[config.mk]
export PLATFORM = sky130hd
export DESIGN_NAME = hilo_muldiv_unit_flat
export DESIGN_NICKNAME = d
export VERILOG_FILES = /design/src/rtl/hilo_muldiv_unit_if.sv /design/src/rtl/hilo_muldiv_unit.sv /design/src/flat_wrapper.sv
export SDC_FILE = /design/constraint.sdc
export NUM_CORES = 1
export LEC_CHECK = 0
export BUFFER_PORTS_ARGS = -buffer_cell sky130_fd_sc_hd__buf_2
export CAP_MARGIN = 20
export CORE_UTILIZATION = 61
export DETAILED_ROUTE_END_ITERATION = 16
export GPL_TIMING_DRIVEN = 0
export HOLD_SLACK_MARGIN = 0.1
export PLACE_DENSITY = 0.82
export SLEW_MARGIN = 10
export SYNTH_ARGS = -nofsm -noshare
export SYNTH_HDL_FRONTEND = slang
export SYNTH_SLANG_ARGS = --single-unit
[constraint.sdc]
create_clock -name clk -period 3.92 [get_ports clk]
set_clock_uncertainty 0.2 [all_clocks]
set_input_delay 0.392 -clock clk [delete_from_list [all_inputs] [get_ports clk]]
set_output_delay 0.392 -clock clk [all_outputs]
set_load 0.005 [all_outputs]
[src/rtl/hilo_muldiv_unit_if.sv]
// Request/response bundle between the integer datapath and the HI/LO
// multiply/divide unit.
interface hilo_muldiv_unit_if #(
  parameter int WIDTH = 32
);
  logic             start;
  logic [2:0]       op;
  logic [WIDTH-1:0] a;
  logic [WIDTH-1:0] b;
  logic             busy;
  logic             done;
  logic [WIDTH-1:0] hi;
  logic [WIDTH-1:0] lo;

  modport master (output start, op, a, b, input busy, done, hi, lo);
  modport slave  (input start, op, a, b, output busy, done, hi, lo);
endinterface

[src/rtl/hilo_muldiv_unit.sv]
// Iterative multiply/divide unit owning the architectural HI/LO registers.
// One multiplier/quotient bit per cycle over WIDTH cycles, then a single
// sign-fixup cycle that commits hi/lo. MTHI/MTLO write directly from IDLE.
module hilo_muldiv_unit #(
  parameter int WIDTH = 32
) (
  input logic clk,
  input logic reset_n,
  hilo_muldiv_unit_if.slave bus
);
  localparam int CW = $clog2(WIDTH);
  localparam logic [2:0] OP_MTHI = 3'b100;
  localparam logic [2:0] OP_MTLO = 3'b101;

  typedef enum logic [1:0] {IDLE, RUN, FIX} state_t;

  state_t             state, stateNext;
  logic [CW-1:0]      count;
  logic [2*WIDTH-1:0] acc;      // mult: {partial sum, multiplier}; div: {remainder, dividend/quotient}
  logic [WIDTH-1:0]   opnd;     // |multiplicand| or |divisor|
  logic               isDiv;
  logic               negRes;   // negate product / quotient
  logic               negRem;   // negate remainder (sign of dividend)
  logic               divZero;
  logic [WIDTH-1:0]   hiReg, loReg;
  logic               doneReg;

  // Operand magnitudes; the unsigned ops have op[0]=1.
  logic             signedOp;
  logic             aNeg, bNeg;
  logic [WIDTH-1:0] aAbs, bAbs;
  assign signedOp = ~bus.op[0];
  assign aNeg     = signedOp & bus.a[WIDTH-1];
  assign bNeg     = signedOp & bus.b[WIDTH-1];
  assign aAbs     = aNeg ? (~bus.a + 1'b1) : bus.a;
  assign bAbs     = bNeg ? (~bus.b + 1'b1) : bus.b;

  // Shift-add step: add multiplicand into the upper half if the current
  // multiplier bit is set, then shift the whole accumulator right.
  logic [WIDTH:0]     mulSum;
  logic [2*WIDTH-1:0] mulNext;
  assign mulSum  = {1'b0, acc[2*WIDTH-1:WIDTH]} + (acc[0] ? {1'b0, opnd} : '0);
  assign mulNext = {mulSum, acc[WIDTH-1:1]};

  // Restoring divide step: shift next dividend bit into the remainder,
  // keep the difference when it does not go negative.
  logic [WIDTH:0]     divShift, divDiff;
  logic [2*WIDTH-1:0] divNext;
  assign divShift = {acc[2*WIDTH-1:WIDTH], acc[WIDTH-1]};
  assign divDiff  = divShift - {1'b0, opnd};
  assign divNext  = divDiff[WIDTH] ? {divShift[WIDTH-1:0], acc[WIDTH-2:0], 1'b0}
                                   : {divDiff[WIDTH-1:0],  acc[WIDTH-2:0], 1'b1};

  // Sign fixup applied on the FIX edge.
  logic [2*WIDTH-1:0] prodFix;
  logic [WIDTH-1:0]   quoFix, remFix;
  assign prodFix = negRes ? (~acc + 1'b1) : acc;
  assign quoFix  = negRes ? (~acc[WIDTH-1:0] + 1'b1) : acc[WIDTH-1:0];
  assign remFix  = negRem ? (~acc[2*WIDTH-1:WIDTH] + 1'b1) : acc[2*WIDTH-1:WIDTH];

  // State register.
  always_ff @(posedge clk or negedge reset_n) begin
    if (!reset_n) state <= IDLE;
    else          state <= stateNext;
  end

  // Next state: only arithmetic ops leave IDLE; MTHI/MTLO complete in place.
  always_comb begin
    stateNext = state;
    case (state)
      IDLE:    if (bus.start && !bus.op[2]) stateNext = RUN;
      RUN:     if (count == CW'(WIDTH - 1)) stateNext = FIX;
      FIX:     stateNext = IDLE;
      default: stateNext = IDLE;
    endcase
  end

  // Datapath, HI/LO and done pulse. hi/lo only move on MTHI/MTLO or FIX.
  always_ff @(posedge clk or negedge reset_n) begin
    if (!reset_n) begin
      count   <= '0;
      acc     <= '0;
      opnd    <= '0;
      isDiv   <= 1'b0;
      negRes  <= 1'b0;
      negRem  <= 1'b0;
      divZero <= 1'b0;
      hiReg   <= '0;
      loReg   <= '0;
      doneReg <= 1'b0;
    end else begin
      doneReg <= 1'b0;
      case (state)
        IDLE: begin
          if (bus.start) begin
            if (!bus.op[2]) begin
              acc     <= {{WIDTH{1'b0}}, aAbs};
              opnd    <= bAbs;
              count   <= '0;
              isDiv   <= bus.op[1];
              negRes  <= aNeg ^ bNeg;
              negRem  <= aNeg;
              divZero <= bus.op[1] & (bus.b == '0);
            end else if (bus.op == OP_MTHI) begin
              hiReg   <= bus.a;
              doneReg <= 1'b1;
            end else if (bus.op == OP_MTLO) begin
              loReg   <= bus.a;
              doneReg <= 1'b1;
            end
          end
        end
        RUN: begin
          acc   <= isDiv ? divNext : mulNext;
          count <= count + 1'b1;
        end
        FIX: begin
          if (isDiv) begin
            // Divide by zero leaves the dividend in the remainder, which the
            // sign fixup turns back into the original a.
            hiReg <= remFix;
            loReg <= divZero ? '1 : quoFix;
          end else begin
            hiReg <= prodFix[2*WIDTH-1:WIDTH];
            loReg <= prodFix[WIDTH-1:0];
          end
          doneReg <= 1'b1;
        end
        default: ;
      endcase
    end
  end

  assign bus.busy = (state != IDLE);
  assign bus.done = doneReg;
  assign bus.hi   = hiReg;
  assign bus.lo   = loReg;
endmodule

[src/flat_wrapper.sv]
// flat-port wrapper written by rule: the top's interface ports become plain ports
module hilo_muldiv_unit_flat 
#(
  parameter int WIDTH = 32
)
  (clk, reset_n, bus_start, bus_op, bus_a, bus_b, bus_busy, bus_done, bus_hi, bus_lo);
  hilo_muldiv_unit_if #(.WIDTH(WIDTH)) bus_i ();
  input logic clk;
  input logic reset_n;
  input wire logic [$bits(bus_i.start)-1:0] bus_start;
  input wire logic [$bits(bus_i.op)-1:0] bus_op;
  input wire logic [$bits(bus_i.a)-1:0] bus_a;
  input wire logic [$bits(bus_i.b)-1:0] bus_b;
  output wire logic [$bits(bus_i.busy)-1:0] bus_busy;
  output wire logic [$bits(bus_i.done)-1:0] bus_done;
  output wire logic [$bits(bus_i.hi)-1:0] bus_hi;
  output wire logic [$bits(bus_i.lo)-1:0] bus_lo;
  assign bus_i.start = bus_start;
  assign bus_i.op = bus_op;
  assign bus_i.a = bus_a;
  assign bus_i.b = bus_b;
  assign bus_busy = bus_i.busy;
  assign bus_done = bus_i.done;
  assign bus_hi = bus_i.hi;
  assign bus_lo = bus_i.lo;
  hilo_muldiv_unit #(.WIDTH(WIDTH)) u_core (.clk(clk), .reset_n(reset_n), .bus(bus_i));
endmodule
==> key figures, run 1 <==
Outcome
  – Status: finished clean

Logic synthesis
  – Number of synthesized flops with an enable pin: 0
  – Fraction of registers with async set or reset after synthesis: 100%
  – Total of warnings raised by yosys: 0
  – Mapped Cells: 1841
  – Syn_area_per_cell: 7.97 sq um
  – Net count after synthesis: 1983
  – Top_reg_cell synth: dfrtp_1
  – Synthesis-stage register bit count: 172
  – Synth unique cells: 82
  – Seq/Total Area, Yosys: 29.3%
  – Mapped cell area: 0.0147 sq mm

CTS
  – CTS H-tree lvls: 4
  – Sink Count: 172
  – Num CTS Buffers: 17
  – CTS root buf: clkbuf_16
  – CTS tree: done
  – Clk slew on worst S/H paths: 0.08 ns
  – Worst-Skew Late Latency: 0.46 ns
  – Clk buf depth: 2

STA
  – Achievable frequency: 260 MHz
  – Setup TNS: 0 ns
  – Slew Limit Fails: 0
  – Hold Fails Final Rpt: 0
  – Post-route clock period utilization: 98.1%
  – Final setup violation count: 0
  – Worst-Margin Slew: 1.31 ns
  – Worst slew margin: 11.8%
  – Final period demand of the worst path: 3.84 ns

Global routing
  – GRT overflow: 0
  – First-pass GRT wire length: 77400 microns
  – Antenna violations before repair: 0
  – Largest net degree at the start of global routing: 96
  – Number of global-route vias before repair: 14656
  – Gr usage total: 41.1%

Floorplan
  – DIE AREA: 0.0247 sq mm
  – Initial core utilization: 62.3%
  – DIE HEIGHT: 157 microns
  – Floorplan row count: 56
  – # IOs: 136
  – Core Area: 0.0235 sq mm
  – Die W: 157 microns

Cells and area
  – Layout Utilization: 72.5%
  – Diodes inserted: 0
  – Cell area after layout: 0.0171 sq mm
  – Commonest non-fill, non-tap cell in the layout: nand2_1
  – Most frequent cells in the layout: nand2_1 (251), o21ai_0 (205), dfrtp_1 (167)
  – Final #Nets: 2192
  – Layout overhead on the synthesized area: 16.4%
  – Layout Cells excl Fill: 2382
  – Share of layout cells above drive strength 1: 11.8%

Job
  – Number of max-cap violations: 0

Placement
  – Placed cell areas: 0.0158 sq mm
  – Placed wire-length estimate: 37900 microns
  – DP Cell Count: 2292
  – PortBufs: 131
  – Final RePlAce weighted congestion: 1.01

Pwr
  – Leakage power: 7.46 nW
  – Overall power: 16.5 mW
  – Pwr Density: 965 mW/mm^2
  – Worst VDD drop: 0.462 mV

Worst setup path
  – Crit path required time: 4.07 ns
  – Slowest stage delay, CP: 0.42 ns
  – Cell breakdown of the critical path: inv_2, ha_1, fa_1, nand2b_4, a21oi_2, nor4_1, o31a_2, o31ai_4, o221ai_4, xnor2_4, buf_8, o2111ai_1, a41oi_1
  – Kind of critical path: reg2reg
  – Max FO, Critical Path: 7
  – Critical Path AT: 3.99 ns
  – Slowest cell on crit path: dfrtp_2
  – Setup crit end kind: flop
  – Worst setup SP type: flop

Drt
  – DR vias: 15087
  – Initial DRC Count: 1387
  – DRC errors left: 0
  – DRT Pass-1 Iters: 6
  – Final wirelength: 50300 microns
  – WL per Instance: 21.1 microns
  – Number of routed nets with antenna violations: 0
  – DR vias/cell: 6.33

Min path
  – Hold/Removal Path Class: in2reg
worst paths after layout:
path	from	endpoint	slack (ns)	cells past startpoint
max in group asynchronous	reset_n	u_core.acc[31]$_DFFE_PN0P_	2.30	3
min reg2reg	u_core.bus.lo[15]$_DFFE_PN0P_	u_core.bus.lo[15]$_DFFE_PN0P_	0.27	1
max	u_core.acc[31]$_DFFE_PN0P_	u_core.acc[63]$_DFFE_PN0P_	0.08	13
min	bus_b[5]	u_core.opnd[5]$_DFFE_PN0P_	0.1	3
min in group asynchronous	reset_n	u_core.bus.lo[7]$_DFFE_PN0P_	0.31	2
max reg2reg	u_core.acc[31]$_DFFE_PN0P_	u_core.acc[63]$_DFFE_PN0P_	0.08	13
layout make-up:
cell class              count  area [sq um]
clock inverters            14           145
clock buffers              18           429
plain buffers             108           462
well taps                 319           399
multi-input cells        1492          9820
flip-flops and latches    172          4310
repair buffers            190          1240
inverters                  69           263
fillers                  1889          6470
state kept, by name, summed over array words and instances, names as in the netlist:
| register | flops |
|---|---|
| u_core.divZero | 1 |
| u_core.opnd | 32 |
| u_core.negRes | 1 |
| u_core.isDiv | 1 |
| u_core.acc | 64 |
| u_core.bus.lo | 32 |
| u_core.count | 5 |
| u_core.bus.done | 1 |
| u_core.bus.hi | 32 |
| u_core.negRem | 1 |
| u_core.state | 2 |
per-stage QoR:
| stage | setup WS, ns | hold slack [ns] |
|---|---|---|
| 2_1_floorplan | 0.414 | -0.104 |
| 4_1_cts | 0.0275 | 0.100 |
| 3_3_place_gp | -0.572 | 0.252 |
| 3_5_place_dp | -0.695 | 0.208 |
| 5_1_grt | -0.0220 | 0.131 |
| 6_report | 0.0762 | 0.0954 |
per-layer routing:
layer,share of wire (%),vias up,global-route usage (%)
li1,-,7044,-
met1,38,7043,48.0
met2,48,810,71.6
met3,8.1,190,6.25
met4,5.4,0,23.8
met5,0,-,0
synth_stat cells (all sizes together) (5+ instances only):
| cell type | n | area [sq um] |
|---|---|---|
| buf | 13 | 65.1 |
| xor2 | 87 | 762 |
| a32oi | 20 | 175 |
| or2 | 10 | 62.6 |
| nor2b | 22 | 138 |
| a31oi | 23 | 144 |
| ha | 70 | 876 |
| and2 | 10 | 62.6 |
| nand2b | 24 | 150 |
| o21a | 7 | 52.6 |
| nor3 | 30 | 150 |
| inv | 68 | 255 |
| o221ai | 5 | 50.0 |
| mux2i | 82 | 821 |
| a22oi | 24 | 180 |
| nand2 | 253 | 960 |
| nor4 | 23 | 180 |
| or3 | 18 | 118 |
| dfrtp | 172 | 4300 |
| nand3 | 26 | 130 |
| o22ai | 8 | 50.1 |
| o41ai | 10 | 95.1 |
| xnor2 | 85 | 752 |
| o21ai | 208 | 1040 |
| o211ai | 13 | 97.6 |
| clkbuf | 95 | 360 |
| o31ai | 22 | 170 |
| a21o | 43 | 323 |
| nor2 | 110 | 413 |
| a21oi | 141 | 706 |
| and3 | 9 | 56.3 |
| o21bai | 7 | 52.6 |
| a211oi | 15 | 113 |
| or4 | 13 | 105 |
| nand4 | 6 | 52.6 |
power breakdown:
group	total, mW	switching, mW	leakage (nW)	internal [mW]
sequential	3.51	0.940	2.10	2.57
combinational	11.2	6.64	5.08	4.60
clock	1.71	0.863	0.277	0.851
worst max-delay path, delay by kind of cell (launching register included):
| family | cells | cell delay, ns |
|---|---|---|
| AOI/OAI and AO/OA | 6 | 1.56 |
| xor gates and xnor gates | 1 | 0.38 |
| adders and majority gates | 2 | 0.61 |
| buffers and inverters | 2 | 0.29 |
| DFF | 1 | 0.42 |
| and+or+nand+nor | 2 | 0.26 |
cell families after synthesis:
family / count (synthesis) / synth area share (%)
multiplexers: 84 / 5.75
adder cells (fa/ha/maj): 72 / 6.25
AND/OR/NAND/NOR: 577 / 19.0
flip-flops: 172 / 29.3
buffers and inverters: 177 / 4.67
XOR/XNOR: 172 / 10.3
AO/OA/AOI/OAI: 587 / 24.6
repair_timing:
action | in CTS | in global routing
pin swaps | 4 | 10
gates resized for setup | 23 | 23
setup endpoints to repair | 38 | 33
buffers inserted | 7 | 7
hold endpoints to repair | 121 | 0
hold buffers | 44 | 0
Power figures use the tool's default switching activity.
==> inputs of run 2 (changes only) <==
- CTS_BUF_LIST: unset -> sky130_fd_sc_hd__clkbuf_16
==> run 2 against run 1 <==
Combinational power hardly changed. Register-to-register slack hardly changed. Utilization stayed put. Largest cell class unchanged. Sequential power hardly changed.
==> key figures, run 2 (synthesis gave the netlist of run 1 again) <==
STA
  – Hold Fails Final Rpt: 0 (unchanged)
  – Final period demand of the worst path: 3.84 ns (-0.00550 ns)
  – Worst-Margin Slew: 1.27 ns (-0.0408 ns)
  – Worst slew margin: 14.5% (+2.7 points)
  – Slew Limit Fails: 0 (unchanged)
  – Achievable frequency: 261 MHz (+0.14%)
  – Final setup violation count: 0 (unchanged)
  – Hold WS: 0.0940 ns (-0.00140 ns)
  – Post-route clock period utilization: 97.9% (-0.14 points)

Worst setup path
  – Crit path required time: 4.07 ns (about the same)
  – Max FO, Critical Path: 7 (unchanged)
  – Worst setup SP type: flop
  – Cell breakdown of the critical path: inv_2, ha_1, fa_1, nand2b_4, a21oi_2, nor4_1, o31a_2, o31ai_4, o221ai_4, xnor2_4, buf_8, o2111ai_1, a41oi_1
  – Kind of critical path: reg2reg
  – Delay-heaviest family, CP: compound AO/OA/AOI/OAI gates
  – CP Buf/Inv Count: 2 (unchanged)
  – Slowest cell on crit path: dfrtp_2
  – Setup crit end kind: flop
  – Critical Path AT: 3.99 ns (about the same)
  – Slowest stage delay, CP: 0.41 ns (about the same)

Cells and area
  – Layout overhead on the synthesized area: 16.4% (unchanged)
  – Layout Cells excl Fill: 2382 (unchanged)
  – Diodes inserted: 0 (unchanged)
  – Commonest non-fill, non-tap cell in the layout: nand2_1
  – Final #Nets: 2192 (unchanged)
  – # fillers: 1889 (unchanged)
  – Cell area after layout: 0.0171 sq mm (unchanged)
  – Largest register FFs: 64 (unchanged)
  – Layout Utilization: 72.5% (unchanged)
  – Share of layout cells above drive strength 1: 11.8% (unchanged)
  – Multi-input logic area: 0.00982 sq mm (unchanged)
  – Sequential Area: 0.00431 sq mm (unchanged)
  – Most frequent cells in the layout: nand2_1 (251), o21ai_0 (205), dfrtp_1 (167)
  – Most flops, register: u_core.acc

Floorplan
  – DIE AREA: 0.0247 sq mm (unchanged)
  – Floorplan row count: 56 (unchanged)
  – Initial core utilization: 62.3% (unchanged)
  – Die W: 157 microns (unchanged)
  – Core Area: 0.0235 sq mm (unchanged)
  – # IOs: 136 (unchanged)
  – DIE HEIGHT: 157 microns (unchanged)

CTS
  – Worst-Skew Late Latency: 0.46 ns (about the same)
  – CTS tree: done
  – Num CTS Buffers: 17 (unchanged)
  – CTS H-tree lvls: 4 (unchanged)
  – CTS root buf: clkbuf_16
  – Sink Count: 172 (unchanged)
  – Clk slew on worst S/H paths: 0.08 ns (about the same)
  – Clk buf depth: 2 (unchanged)

Global routing
  – First-pass GRT wire length: 77400 microns (unchanged)
  – Antenna violations before repair: 0 (unchanged)
  – Largest net degree at the start of global routing: 96 (unchanged)
  – Number of global-route vias before repair: 14656 (unchanged)
  – GRT overflow: 0 (unchanged)
  – Gr usage total: 41.1% (unchanged)

Drt
  – DR vias/cell: 6.36 (+0.36%)
  – DRT Pass-1 Iters: 7 (+1)
  – Final wirelength: 50200 microns (-0.16%)
  – DR vias: 15142 (+0.36%)
  – DRC errors left: 0 (unchanged)
  – Initial DRC Count: 1477 (+6.5%)
  – Number of routed nets with antenna violations: 0 (unchanged)
  – WL per Instance: 21.1 microns (-0.16%)

Min path
  – Hold/Removal Path Class: in2reg

Pwr
  – Overall power: 16.5 mW (about the same)
  – Pwr Density: 964 mW/mm^2 (about the same)
  – Leakage power: 7.46 nW (about the same)
  – Worst VDD drop: 0.462 mV (about the same)

Placement
  – Placed wire-length estimate: 37900 microns (unchanged)
  – Placed cell areas: 0.0158 sq mm (unchanged)
  – DP Cell Count: 2292 (unchanged)
  – PortBufs: 131 (unchanged)
  – Final RePlAce weighted congestion: 1.01 (unchanged)

Job
  – Number of max-cap violations: 0 (unchanged)

Outcome
  – Status: finished clean
run 2: cell count changes in the layout (fill, tap and decap cells not counted), sizes merged:
| cell | change |
|---|---|
| inv | +1 |
| clkbuf | -1 |
run 2: cell type report:
| type | instances | area share [%] |
|---|---|---|
| Multi-Input combinational cell | 1492 | 57.5 |
| Sequential cell | 172 | 25.3 |
| Timing Repair Buffer | 190 | 7.26 |
| Buffer | 108 | 2.71 |
| Clock buffer | 17 | 2.49 |
| Tap cell | 319 | 2.34 |
| Inverter | 69 | 1.54 |
| Clock inverter | 15 | 0.872 |
run 2: worst reg2reg max path, stage by stage (launching register included):
cell	delay [ns]
dfrtp_2	0.41
inv_2	0.09
ha_1	0.23
fa_1	0.39
nand2b_4	0.17
a21oi_2	0.19
nor4_1	0.09
o31a_2	0.37
o31ai_4	0.33
o221ai_4	0.21
xnor2_4	0.38
buf_8	0.21
o2111ai_1	0.19
a41oi_1	0.28
run 2: timing repair:
action                     4_1_cts  5_1_grt
setup buffers                    7        7
hold buffers                    44        0
gates resized for setup         23       23
pin swaps                        4       10
setup endpoints to repair       38       33
hold endpoints to repair       121        0
run 2: metal layers:
| layer | routed length [microns] | global-route usage [%] | part of all wire, % | vias to the layer above |
|---|---|---|---|---|
| met4 | 2650 | 23.8 | 5.3 | 0 |
| li1 | - | - | - | 7047 |
| met3 | 3990 | 6.25 | 8.0 | 183 |
| met5 | 0 | 0 | 0 | - |
| met2 | 24400 | 71.6 | 49 | 853 |
| met1 | 19200 | 48.0 | 38 | 7059 |
run 2: per-stage QoR:
step           setup TNS (ns)  setup WS (ns)
2_1_floorplan               0          0.414
3_5_place_dp           -15.00         -0.695
6_report                    0         0.0817
5_1_grt               -0.0270        -0.0220
4_1_cts                     0         0.0275
3_3_place_gp           -85.17         -0.572
run 2: worst paths after layout:
path	from	end	slack [ns]	cells after the start
worst max-delay path	u_core.acc[31]$_DFFE_PN0P_	u_core.acc[63]$_DFFE_PN0P_	0.08	13
min in group asynchronous	reset_n	u_core.bus.lo[7]$_DFFE_PN0P_	0.31	2
worst max register to register	u_core.acc[31]$_DFFE_PN0P_	u_core.acc[63]$_DFFE_PN0P_	0.08	13
max in group asynchronous	reset_n	u_core.acc[31]$_DFFE_PN0P_	2.28	3
worst min register to register	u_core.bus.lo[15]$_DFFE_PN0P_	u_core.bus.lo[15]$_DFFE_PN0P_	0.27	1
worst min-delay path	bus_b[5]	u_core.opnd[5]$_DFFE_PN0P_	0.09	3
run 2: power by group:
group / total, mW / internal [mW] / switching, mW
logic: 11.2 / 4.60 / 6.63
clock network: 1.72 / 0.849 / 0.871
registers: 3.51 / 2.57 / 0.938
==> inputs of run 3 (changes only) <==
- CORE_MARGIN: unset -> 1
- RECOVER_POWER: unset -> 100
==> run 3 against run 2 <==
Final cell count stayed put. Largest power group unchanged. Die area stayed put. Final area decreased by 0.46%. Via count shrank 0.15%. Global-route usage stayed put. Highest routed layer unchanged. The flow now finishes with violations (capacitance limit, slew limit). Power decreased by 0.33%. Utilization is 0.33 points lower. Wire length hardly changed. Critical endpoint unchanged. Critical path depth is the same. Worst setup slack worse by 0.030 ns. Register-to-register slack worse by 0.03 ns. Clock power hardly changed. Largest cell class unchanged.
==> key figures, run 3 (synthesis gave the netlist of run 1 again) <==
Pwr
  – Comb pwr share: 68.1% (about the same)
  – Reg power frac: 21.4% (about the same)
  – Sw Share: 51.4% (+0.10 points)
  – Leakage power: 7.29 nW (-2.2%)
  – Psw: 8.43 mW (-0.13%)
  – Cell-internal power: 7.98 mW (-0.54%)
  – Worst VDD drop: 0.460 mV (-0.40%)
  – Pwr Density: 966 mW/mm^2 (+0.13%)
  – Power share of the clock group: 10.4% (about the same)

Placement
  – PortBufs: 131 (unchanged)
  – Placed wire-length estimate: 37900 microns (unchanged)
  – Placed cell areas: 0.0158 sq mm (unchanged)
  – Final RePlAce weighted congestion: 1.01 (unchanged)
  – DP Cell Count: 2292 (unchanged)

Cells and area
  – Diodes inserted: 0 (unchanged)
  – Most flops, register: u_core.acc
  – Largest register FFs: 64 (unchanged)
  – Layout Cells excl Fill: 2382 (unchanged)
  – Most frequent cells in the layout: nand2_1 (251), o21ai_0 (205), dfrtp_1 (167)
  – Final #Nets: 2192 (unchanged)
  – Layout Utilization: 72.2% (-0.33 points)
  – Cell area after layout: 0.0170 sq mm (-0.46%)
  – Commonest non-fill, non-tap cell in the layout: nand2_1
  – Layout overhead on the synthesized area: 15.8%
  – Share of layout cells above drive strength 1: 9.16% (-2.7 points)

CTS
  – CTS tree: done
  – CTS root buf: clkbuf_16
  – Sink Count: 172 (unchanged)
  – Clk slew on worst S/H paths: 0.08 ns (about the same)
  – CTS H-tree lvls: 4 (unchanged)
  – Worst-Skew Late Latency: 0.46 ns (about the same)
  – Num CTS Buffers: 17 (unchanged)
  – Clk buf depth: 2 (unchanged)

Floorplan
  – Initial core utilization: 62.3% (unchanged)
  – Core Area: 0.0235 sq mm (unchanged)
  – Floorplan row count: 56 (unchanged)
  – DIE HEIGHT: 157 microns (unchanged)
  – DIE AREA: 0.0247 sq mm (unchanged)
  – Die W: 157 microns (unchanged)
  – # IOs: 136 (unchanged)

Drt
  – WL per Instance: 21.1 microns (about the same)
  – DR vias: 15120 (-0.15%)
  – Initial DRC Count: 1430 (-3.2%)
  – DR vias/cell: 6.35 (-0.15%)
  – DRC errors left: 0 (unchanged)
  – Number of routed nets with antenna violations: 0 (unchanged)
  – DRT Pass-1 Iters: 6 (-1)
  – Final wirelength: 50200 microns (about the same)

Job
  – Number of max-cap violations: 1 (+1)

Worst setup path
  – Slowest cell on crit path: dfrtp_2
  – Cell breakdown of the critical path: inv_2, ha_1, fa_1, nand2b_4, a21oi_2, nor4_1, o31a_2, o31ai_4, o221ai_4, xnor2_4, buf_8, o2111ai_1, a41oi_1
  – Max FO, Critical Path: 7 (unchanged)
  – Kind of critical path: reg2reg
  – FF-to-FF Start: u_core.acc[31]$_DFFE_PN0P_
  – Slowest stage delay, CP: 0.42 ns (about the same)
  – Worst setup SP type: flop
  – R2R Path End: u_core.acc[63]$_DFFE_PN0P_
  – Crit path launch: u_core.acc[31]$_DFFE_PN0P_
  – Setup crit end kind: flop
  – CP Buf/Inv Count: 2 (unchanged)
  – Critical Path AT: 4.02 ns (+0.03 ns)
  – Cell count of the worst reg-to-reg path: 13 (unchanged)
  – Delay-heaviest family, CP: compound AO/OA/AOI/OAI gates
  – R2r setup slk: 0.05 ns (-0.03 ns)
  – Crit path required time: 4.07 ns (about the same)

Outcome
  – Violated checks: capacitance limit, slew limit
  – Status: finished with violations

Global routing
  – First-pass GRT wire length: 77400 microns (unchanged)
  – Largest net degree at the start of global routing: 96 (unchanged)
  – Gr usage total: 41.1% (unchanged)
  – Antenna violations before repair: 0 (unchanged)
  – Number of global-route vias before repair: 14656 (unchanged)
  – GRT overflow: 0 (unchanged)

STA
  – Worst slew margin: -35.6% (-50 points)
  – Final period demand of the worst path: 3.87 ns (+0.0300 ns)
  – Final setup violation count: 0 (unchanged)
  – Achievable frequency: 259 MHz (-0.77%)
  – Hold Fails Final Rpt: 0 (unchanged)
  – Setup TNS: 0 ns (unchanged)
  – Slew Limit Fails: 78 (+78)
  – Post-route clock period utilization: 98.7% (+0.76 points)
  – Worst-Margin Slew: 2.03 ns (+0.764 ns)
  – Hold WS: 0.0958 ns (+0.00187 ns)

Min path
  – Hold/Removal Path Class: in2reg
  – Worst hold path depth: 3 (unchanged)
  – HP Start: bus_b[5]
  – Worst Hold Path EP: u_core.opnd[5]$_DFFE_PN0P_
-- run 3: changes by cell type in the layout (fill, tap and decap cells not counted) --
cell	delta
clkbuf_1	+57
buf_8	-1
clkbuf_2	+2
buf_2	-56
buf_1	-2
and2_0	+2
and2_1	-2
-- run 3: how the worst max path moves through the flow --
stage,end,slack [ns],cells past startpoint
after detailed placement,u_core.acc[63]$_DFFE_PN0P_,-0.70,13
final,u_core.acc[63]$_DFFE_PN0P_,0.05,13
after CTS,u_core.acc[58]$_DFFE_PN0P_,0.03,11
after global placement,u_core.acc[63]$_DFFE_PN0P_,-0.57,13
after floorplan,u_core.acc[63]$_DFFE_PN0P_,0.41,13
after global routing,u_core.acc[61]$_DFFE_PN0P_,-0.02,13
-- run 3: worst reg2reg max path: cells and delay by family, from the launching register on --
family / cells / cell delay (ns)
buffers and inverters: 2 / 0.30
adder cells (fa/ha/maj): 2 / 0.62
AO/OA/AOI/OAI: 6 / 1.59
flip-flops: 1 / 0.42
XOR/XNOR: 1 / 0.38
AND/OR/NAND/NOR: 2 / 0.27
-- run 3: area by class of cell --
cell class	instances	area, sq um
multi-input combinational	1492	9820
fill	1922	6550
sequential	172	4310
timing repair buffer	190	1160
buffer	108	462
clock buffer	17	425
tap	319	399
inverter	69	263
clock inverter	15	149
-- run 3: metal layers --
layer  vias to the layer above  GRT usage [%]  share of wire, %
met3                       187           6.25               7.9
met4                         0           23.8               5.6
met5                         -              0                 0
li1                       7048              -                 -
met2                       833           71.6                48
met1                      7052           48.0                38
-- run 3: power groups by stage --
stage	clock network, mW	registers, mW	logic (mW)
after detailed placement	0	3.49	10.3
after floorplan	0	3.20	7.67
final	1.71	3.52	11.2
after global placement	0	3.45	10.0
after global routing	1.78	3.61	12.2
after CTS	1.70	3.46	10.7
-- run 3: what timing repair did --
action	CTS	global route
resized for setup	23	23
pin swaps	4	10
setup endpoints to repair	38	33
setup buffers	7	7
hold buffers	44	0
hold endpoints to repair	121	0
-- run 3: metrics by stage --
step	setup slack, ns	power [mW]
after floorplan	0.414	10.9
after global placement	-0.572	13.5
after detailed placement	-0.695	13.8
after CTS	0.0275	15.9
after global routing	-0.0220	17.5
final	0.0517	16.4
